<file path="config.mk">
export PLATFORM = sky130hd
export DESIGN_NAME = wdg_win_core_flat
export DESIGN_NICKNAME = d
export VERILOG_FILES = /design/src/rtl/wdg_win_pkg.sv /design/src/rtl/wdg_win_core_if.sv /design/src/rtl/wdg_win_ch.sv /design/src/rtl/wdg_win_core.sv /design/src/flat_wrapper.sv
export SDC_FILE = /design/constraint.sdc
export NUM_CORES = 1
export LEC_CHECK = 0
export ABC_AREA = 1
export BUFFER_PORTS_ARGS = -buffer_cell sky130_fd_sc_hd__buf_4
export CORE_ASPECT_RATIO = 0.5
export CORE_MARGIN = 3
export CORE_UTILIZATION = 50
export DETAILED_ROUTE_END_ITERATION = 7
export PLACE_DENSITY = 0.86
export SYNTH_ARGS = -nofsm -noshare
export SYNTH_HDL_FRONTEND = slang
export SYNTH_SLANG_ARGS = --single-unit
</file>
<file path="constraint.sdc">
create_clock -name clk_i -period 12.17 [get_ports clk_i]
set_input_delay 1.217 -clock clk_i [delete_from_list [all_inputs] [get_ports clk_i]]
set_output_delay 1.217 -clock clk_i [all_outputs]
set_load 0.01 [all_outputs]
</file>
<file path="src/rtl/wdg_win_pkg.sv">
// Shared types and constants for the windowed watchdog core.
package wdg_win_pkg;

    localparam int unsigned KEY_W = 16;
    localparam logic [KEY_W-1:0] FEED_KEY_DEF = 16'hA5C3;

    typedef enum logic [1:0] {
        ST_IDLE = 2'd0,
        ST_RUN  = 2'd1,
        ST_WARN = 2'd2,
        ST_BITE = 2'd3
    } wdg_state_e;

    // Channel-select width; a single-channel core still carries a 1-bit index.
    function automatic int unsigned ch_sel_w(input int unsigned n);
        return (n > 1) ? $clog2(n) : 1;
    endfunction

endpackage

</file>
<file path="src/rtl/wdg_win_core_if.sv">
// Configuration, feed and status bundle between the register shim and the watchdog core.
interface wdg_win_core_if #(
    parameter int unsigned CH_NUM    = 4,
    parameter int unsigned CNT_WIDTH = 32,
    parameter int unsigned PSC_WIDTH = 16
);
    import wdg_win_pkg::*;

    localparam int unsigned CH_W = ch_sel_w(CH_NUM);

    logic [PSC_WIDTH-1:0]        psc_i;
    logic [CH_NUM-1:0]           en_i;
    logic [CH_NUM*CNT_WIDTH-1:0] load_i;
    logic [CH_NUM*CNT_WIDTH-1:0] win_i;
    logic                        feed_vld_i;
    logic [CH_W-1:0]             feed_ch_i;
    logic [KEY_W-1:0]            feed_key_i;
    logic [CH_NUM-1:0]           clr_i;
    logic [CH_NUM*CNT_WIDTH-1:0] cnt_o;
    logic [CH_NUM-1:0]           irq_o;
    logic [CH_NUM-1:0]           err_o;
    logic                        rst_req_o;

    modport master (
        output psc_i, en_i, load_i, win_i, feed_vld_i, feed_ch_i, feed_key_i, clr_i,
        input  cnt_o, irq_o, err_o, rst_req_o
    );

    modport slave (
        input  psc_i, en_i, load_i, win_i, feed_vld_i, feed_ch_i, feed_key_i, clr_i,
        output cnt_o, irq_o, err_o, rst_req_o
    );

endinterface

</file>
<file path="src/rtl/wdg_win_ch.sv">
// One watchdog channel: state machine, down-counter, feed-window check and sticky flags.
module wdg_win_ch
    import wdg_win_pkg::*;
#(
    parameter int unsigned CNT_WIDTH = 32
) (
    input  logic                 clk,
    input  logic                 rst,
    input  logic                 en,
    input  logic                 tick,
    input  logic                 feed,
    input  logic                 key_ok,
    input  logic                 clr,
    input  logic [CNT_WIDTH-1:0] load,
    input  logic [CNT_WIDTH-1:0] win,
    output logic [CNT_WIDTH-1:0] cnt,
    output logic                 irq,
    output logic                 err,
    output logic                 bite_nxt_c
);

    wdg_state_e           state_q;
    wdg_state_e           state_d;
    logic [CNT_WIDTH-1:0] cnt_d;
    logic                 irq_set;
    logic                 err_set;

    always_ff @(posedge clk or posedge rst) begin
        if (rst) begin
            state_q <= ST_IDLE;
            cnt     <= '0;
            irq     <= 1'b0;
            err     <= 1'b0;
        end else begin
            state_q <= state_d;
            cnt     <= cnt_d;
            irq     <= irq_set | (irq & ~clr);
            err     <= err_set | (err & ~clr);
        end
    end

    // A good in-window feed takes priority over a coincident tick.
    always_comb begin
        state_d = state_q;
        cnt_d   = cnt;
        irq_set = 1'b0;
        err_set = 1'b0;
        if (!en) begin
            state_d = ST_IDLE;
            cnt_d   = '0;
        end else begin
            unique case (state_q)
                ST_IDLE: begin
                    state_d = ST_RUN;
                    cnt_d   = load;
                end
                ST_RUN, ST_WARN: begin
                    if (feed && key_ok && (cnt <= win)) begin
                        state_d = ST_RUN;
                        cnt_d   = load;
                    end else if (feed && key_ok) begin
                        state_d = ST_BITE;
                        err_set = 1'b1;
                    end else begin
                        err_set = feed;
                        if (tick) begin
                            if (cnt == '0) begin
                                if (state_q == ST_RUN) begin
                                    irq_set = 1'b1;
                                    cnt_d   = load;
                                    state_d = ST_WARN;
                                end else begin
                                    state_d = ST_BITE;
                                end
                            end else begin
                                cnt_d = cnt - CNT_WIDTH'(1);
                            end
                        end
                    end
                end
                default: begin
                    state_d = ST_BITE;
                end
            endcase
        end
    end

    assign bite_nxt_c = (state_d == ST_BITE);

endmodule

</file>
<file path="src/rtl/wdg_win_core.sv">
// Multi-channel windowed watchdog: shared prescaler, feed decode and reset-request reduction.
module wdg_win_core
    import wdg_win_pkg::*;
#(
    parameter int unsigned      CH_NUM    = 4,
    parameter int unsigned      CNT_WIDTH = 32,
    parameter int unsigned      PSC_WIDTH = 16,
    parameter logic [KEY_W-1:0] FEED_KEY  = FEED_KEY_DEF
) (
    input  logic           clk_i,
    input  logic           rst_i,
    wdg_win_core_if.slave  bus
);

    localparam int unsigned CH_W = ch_sel_w(CH_NUM);

    logic [PSC_WIDTH-1:0]        psc_q;
    logic                        any_en;
    logic                        tick_c;
    logic                        key_ok;
    logic [CH_NUM-1:0]           bite_nxt;
    logic [CH_NUM*CNT_WIDTH-1:0] cnt_w;
    logic [CH_NUM-1:0]           irq_w;
    logic [CH_NUM-1:0]           err_w;
    logic                        rst_req_q;

    assign any_en = |bus.en_i;
    assign tick_c = any_en && (psc_q >= bus.psc_i);
    assign key_ok = (bus.feed_key_i == FEED_KEY);

    // Free-running while any channel is enabled; >= lets a lowered divisor wrap at once.
    always_ff @(posedge clk_i or posedge rst_i) begin
        if (rst_i) begin
            psc_q <= '0;
        end else if (!any_en || tick_c) begin
            psc_q <= '0;
        end else begin
            psc_q <= psc_q + PSC_WIDTH'(1);
        end
    end

    for (genvar k = 0; k < CH_NUM; k++) begin : g_ch
        wdg_win_ch #(
            .CNT_WIDTH (CNT_WIDTH)
        ) u_ch (
            .clk        (clk_i),
            .rst        (rst_i),
            .en         (bus.en_i[k]),
            .tick       (tick_c),
            .feed       (bus.feed_vld_i && (bus.feed_ch_i == CH_W'(k))),
            .key_ok     (key_ok),
            .clr        (bus.clr_i[k]),
            .load       (bus.load_i[k*CNT_WIDTH +: CNT_WIDTH]),
            .win        (bus.win_i[k*CNT_WIDTH +: CNT_WIDTH]),
            .cnt        (cnt_w[k*CNT_WIDTH +: CNT_WIDTH]),
            .irq        (irq_w[k]),
            .err        (err_w[k]),
            .bite_nxt_c (bite_nxt[k])
        );
    end

    // Registered from next-state so the request rises with the BITE transition.
    always_ff @(posedge clk_i or posedge rst_i) begin
        if (rst_i) begin
            rst_req_q <= 1'b0;
        end else begin
            rst_req_q <= |bite_nxt;
        end
    end

    assign bus.cnt_o     = cnt_w;
    assign bus.irq_o     = irq_w;
    assign bus.err_o     = err_w;
    assign bus.rst_req_o = rst_req_q;

endmodule

</file>
<file path="src/flat_wrapper.sv">
// flat-port wrapper written by rule: the top's interface ports become plain ports
module wdg_win_core_flat import wdg_win_pkg::*;
#(
    parameter int unsigned      CH_NUM    = 4,
    parameter int unsigned      CNT_WIDTH = 32,
    parameter int unsigned      PSC_WIDTH = 16,
    parameter logic [KEY_W-1:0] FEED_KEY  = FEED_KEY_DEF
)
  (clk_i, rst_i, bus_psc_i, bus_en_i, bus_load_i, bus_win_i, bus_feed_vld_i, bus_feed_ch_i, bus_feed_key_i, bus_clr_i, bus_cnt_o, bus_irq_o, bus_err_o, bus_rst_req_o);
  wdg_win_core_if #(.CH_NUM(CH_NUM), .CNT_WIDTH(CNT_WIDTH), .PSC_WIDTH(PSC_WIDTH)) bus_i ();
  input  logic clk_i;
  input  logic rst_i;
  input wire logic [$bits(bus_i.psc_i)-1:0] bus_psc_i;
  input wire logic [$bits(bus_i.en_i)-1:0] bus_en_i;
  input wire logic [$bits(bus_i.load_i)-1:0] bus_load_i;
  input wire logic [$bits(bus_i.win_i)-1:0] bus_win_i;
  input wire logic [$bits(bus_i.feed_vld_i)-1:0] bus_feed_vld_i;
  input wire logic [$bits(bus_i.feed_ch_i)-1:0] bus_feed_ch_i;
  input wire logic [$bits(bus_i.feed_key_i)-1:0] bus_feed_key_i;
  input wire logic [$bits(bus_i.clr_i)-1:0] bus_clr_i;
  output wire logic [$bits(bus_i.cnt_o)-1:0] bus_cnt_o;
  output wire logic [$bits(bus_i.irq_o)-1:0] bus_irq_o;
  output wire logic [$bits(bus_i.err_o)-1:0] bus_err_o;
  output wire logic [$bits(bus_i.rst_req_o)-1:0] bus_rst_req_o;
  assign bus_i.psc_i = bus_psc_i;
  assign bus_i.en_i = bus_en_i;
  assign bus_i.load_i = bus_load_i;
  assign bus_i.win_i = bus_win_i;
  assign bus_i.feed_vld_i = bus_feed_vld_i;
  assign bus_i.feed_ch_i = bus_feed_ch_i;
  assign bus_i.feed_key_i = bus_feed_key_i;
  assign bus_i.clr_i = bus_clr_i;
  assign bus_cnt_o = bus_i.cnt_o;
  assign bus_irq_o = bus_i.irq_o;
  assign bus_err_o = bus_i.err_o;
  assign bus_rst_req_o = bus_i.rst_req_o;
  wdg_win_core #(.CH_NUM(CH_NUM), .CNT_WIDTH(CNT_WIDTH), .PSC_WIDTH(PSC_WIDTH), .FEED_KEY(FEED_KEY)) u_core (.clk_i(clk_i), .rst_i(rst_i), .bus(bus_i));
endmodule
</file>
==> results by stage <==
Die:
- The core area is 0.0296 sq mm.
- Row generation in the floorplan step produced 44 rows.
- The die is 254 um wide.
- The area of the die is 0.0329 sq mm.
- The die is between 100 and 150 um tall.
- The initial cell density of the core is 51.8%.
- The count of boundary I/O pins is 438.

Power:
- Across the VDD grid, the largest voltage drop is 130 uV.
- The total power divided by cell area is approximately 230 mW/mm^2.
- For this design the static power due to leakage is between 10 and 15 nW.

Setup path:
- The startpoint of the worst register-to-register path is u_core.psc_q[7].
- The signal on the critical path passes through buf_4 -> nor2_1 -> nand3_1 -> nand2_2 -> inv_2 -> nand3_1 -> nand3_1 -> nand2_2 -> nor2_4 -> nand2_1 -> nand2_1.
- The setup check on the worst reg-to-reg path leaves a slack of ~8.7 ns.
- The critical-path maximum fanout is 36.
- The count of cells along the worst register-to-register path is 15.
- The critical path's top delay family is simple AND/OR/NAND/NOR gates.
- The worst setup path is launched from an input port.
- The arrival time of data at the critical path endpoint is 4.37 ns.
- STA classifies the critical path endpoint as a flip-flop.
- The stage delay of the slowest cell on the critical path is 0.76 ns.
- In this design, the critical path's most frequently occurring cell is nand3_1.
- Together, buffers and inverters on the worst path number 2.
- The worst endpoint required time is 12.55 ns.
- Among all stages on the critical path, the largest delay is contributed by nor2_4.
- In this run the critical register-to-register path is captured at u_core.g_ch[3].u_ch.cnt[11].
- The kind of critical path is input port to flip-flop.

Layout:
- After the last flow step, the layout net total stands at 3163.
- The post-route netlist has a little under 20% of its cells at a drive strength greater than 1.
- Summing all non-filler instances in the final layout gives an area of 0.0193 sq mm.
- The area growth from synthesis to layout is 26.2%.

Routing:
- In this run the remaining antenna-violating nets after routing total 0.
- After detailed routing, the average wire length per cell comes to 15.5 um.
- The number of vias per cell is 5.23.
- In this run, the number of DRC markers left after iteration 0 of detailed routing was 1492.
- The length of the first detailed-routing pass in iterations is 5.
- The post-detailed-routing wire length is 48.2 mm.
- The final routed DRC violation total is 0.
- The routed layout has 16.3k vias.

STA:
- The hold violation count in the final report is 0.
- The period utilization is 32.8%.
- Static timing analysis puts the maximum clock frequency at between 200 and 300 MHz.
- The final max-slew violation count was 0.
- The worst-case setup margin in the final layout is 8.18 ns.
- The tightest hold path in the finished design has a slack of 0.492 ns.
- In this run the tightest slew margin relative to its limit is 32.8%.
- Setup repair after global routing left no endpoint under its margin.
- The largest clock skew in the final design is 0.0100 ns.
- The final sum of negative setup slack is 0 ns.
- Subtracting the final worst setup slack from the clock period gives 3.99 ns.
- Setup violations remaining at the end of the flow were counted as 0.
- The slew at the pin closest to its max-slew limit is 1.00 ns.

Worst hold path:
- The path with the worst hold slack has its endpoint at u_core.psc_q[0].
- The class of the most critical hold timing path is flip-flop to flip-flop.
- The startpoint identified for the worst hold timing path is u_core.psc_q[0].
- The worst hold path cell count is 1.

Synth:
- In this run, distinct cell masters in the synthesized netlist total 40.
- The most used flip-flop cell after synthesis is dfrtp_1.
- The xor and xnor area share after synthesis is 7.14%.
- Summing the areas of all compound-gate instances in the mapped netlist gives 8.24% of the synthesized area.
- Synthesis produced a netlist with a net count of 2770.
- In the post-synthesis netlist, the biggest area contributors are dfrtp_1 (26%), nand2_1 (20%), ha_1 (13%), inv_1 (6.8%), nor2_1 (5.3%).
- Yosys printed 0 warnings.
- The share of cell area taken by muxes after synthesis is 0%.
- The share of the Yosys chip area taken by registers is 26.3%.
- After synthesis, the mean cell area works out to ~6.6 sq um.
- The dominant combinational cell family by area after synthesis is simple AND/OR/NAND/NOR gates.
- The cell count after synthesis came out at 2308.
- Summing the areas of all and, or, nand and nor instances in the mapped netlist gives between 30% and 40% of the synthesized area.
- The synthesized design spends more area on one cell type than any other, namely dfrtp_1.
- The synthesized netlist devotes 13.1% of its cell area to adder and majority cells.
- The proportion of synthesized flip-flops having asynchronous set or reset is 100%.
- The count of state elements after synthesis is 161.
- After synthesis the cells add up to between 0.015 and 0.02 sq mm.
- In this run the biggest area consumer among cell types represents 26.3% of the synthesized area.
- The number of enable-type register cells in the synthesized netlist is 0.

Clock network:
- The root buffer cell is clkbuf_16.
- The cts-stage hold buffer count is 0.
- In this run the deepest clock path goes through 2 buffers.
- TritonCTS built the clock tree.
- The number of clock buffers inserted by TritonCTS is 17.
- The buffers inserted during post-CTS setup optimization is 0.
- The clock net in this run drives a total of 161 sinks.
- The worst-skew pair later-pin latency is approximately 0.45 ns.
- Clock-pin slew was measured on the worst setup and hold paths at ~0.06 ns.
- The H-tree was split into 4 levels.
- The total of cells resized after clock tree synthesis is 0.

Placed design:
- Summing all placed instances gives a cell area of 0.0187 sq mm.
- The half-perimeter wire length of the detailed placement result is 37.2 mm.
- Routability-driven placement finished with a final weighted congestion of 0.916.
- The post-placement setup slack is 7.82 ns.
- Port buffering added 437 buffers.

GRT:
- The final global-route overflow total is 0.
- The wire length of the first global-routing pass is around 75 mm.
- The number of antenna violations at the first check in global routing is 6.
- The via count of the first global-routing pass came to between 15k and 20k.
- The largest net degree at the start of global routing is between 90 and 100.
- The global-route total usage across every layer is between 20 and 30%.

Job:
- Max-cap violations in this run came to 0.

Run status:
- The flow ran to the end, and the final reports show no timing, DRC or antenna violations.
==> cells in the mapped netlist, types with 11 or more instances <==
master / n
a21oi_1: 68
buf_2: 11
buf_4: 22
buf_6: 15
clkbuf_1: 12
dfrtp_1: 161
ha_1: 161
inv_1: 277
nand2_1: 818
nand2_2: 11
nand3_1: 99
nand4_1: 37
nor2_1: 216
nor2_2: 11
nor3_1: 27
o21ai_0: 117
o21ai_1: 41
xnor2_1: 41
xor2_1: 84
==> where the power goes <==
| group | total, mW | leakage (nW) | switching (mW) | internal, mW |
|---|---|---|---|---|
| Combinational | 2.71 | 8.55 | 1.67 | 1.04 |
| Sequential | 1.12 | 2.13 | 0.391 | 0.734 |
| Clock | 0.627 | 0.315 | 0.243 | 0.384 |
| Total | 4.46 | 11.0 | 2.30 | 2.16 |
==> layer usage <==
| metal | global-route usage (%) | wire (um) | part of all wire [%] |
|---|---|---|---|
| met5 | 0 | 0 | 0 |
| met4 | 14.1 | 2180 | 4.5 |
| met3 | 3.82 | 2680 | 5.6 |
| met2 | 49.9 | 23800 | 49 |
| met1 | 34.8 | 19600 | 41 |
==> logic make-up after synthesis <==
logic type | count (synthesis)
flip-flops | 161
adder cells (fa/ha/maj) | 161
AND/OR/NAND/NOR | 1272
AO/OA/AOI/OAI | 244
XOR/XNOR | 125
buffers and inverters | 345
==> placed cells by master (no fill, tap or decap), types with 41 or more instances in the layout <==
cell,instances
nand2_1,818
buf_4,439
inv_1,276
nor2_1,216
ha_1,161
dfrtp_1,161
o21ai_0,117
nand3_1,99
xor2_1,84
a21oi_1,68
xnor2_1,41
o21ai_1,41
==> worst max-delay path by stage <==
stage | cells after the start | from | slack, ns | to
2_1_floorplan | 1 | rst_i | 6.60 | u_core.bus.rst_req_o
3_3_place_gp | 11 | bus_en_i[0] | 7.88 | u_core.g_ch[3].u_ch.cnt[28]
3_5_place_dp | 11 | bus_en_i[0] | 7.82 | u_core.g_ch[3].u_ch.cnt[11]
4_1_cts | 11 | bus_en_i[0] | 8.28 | u_core.g_ch[3].u_ch.cnt[2]
5_1_grt | 15 | bus_psc_i[15] | 7.97 | u_core.g_ch[3].u_ch.cnt[10]
6_report | 11 | bus_en_i[0] | 8.18 | u_core.g_ch[3].u_ch.cnt[11]
==> metrics by stage <==
step	util [%]	power, mW	std cells
2_1_floorplan	-	3.03	2308
3_3_place_gp	63.1	3.70	3073
3_5_place_dp	63.1	3.79	3073
4_1_cts	65.4	4.44	3105
5_1_grt	65.4	4.89	3111
6_report	65.4	4.46	3111
==> area by class of cell <==
class	instances	area [sq um]
Clock inverter	15	239
Timing Repair Buffer	439	3300
Sequential cell	161	4030
Multi-Input combinational cell	1802	9790
Clock buffer	17	425
Fill cell	2549	10200
Inverter	280	1060
Tap cell	391	489
Antenna cell	6	15.0
==> state kept, by name, indices dropped and copies added, names as in the netlist <==
register,cells
u_core.g_ch.u_ch.irq,4
u_core.psc_q,16
u_core.g_ch.u_ch.err,4
u_core.g_ch.u_ch.cnt,128
u_core.bus.rst_req_o,1
u_core.g_ch.u_ch.state_q,8
No activity file was read; power rests on OpenSTA's default activity.
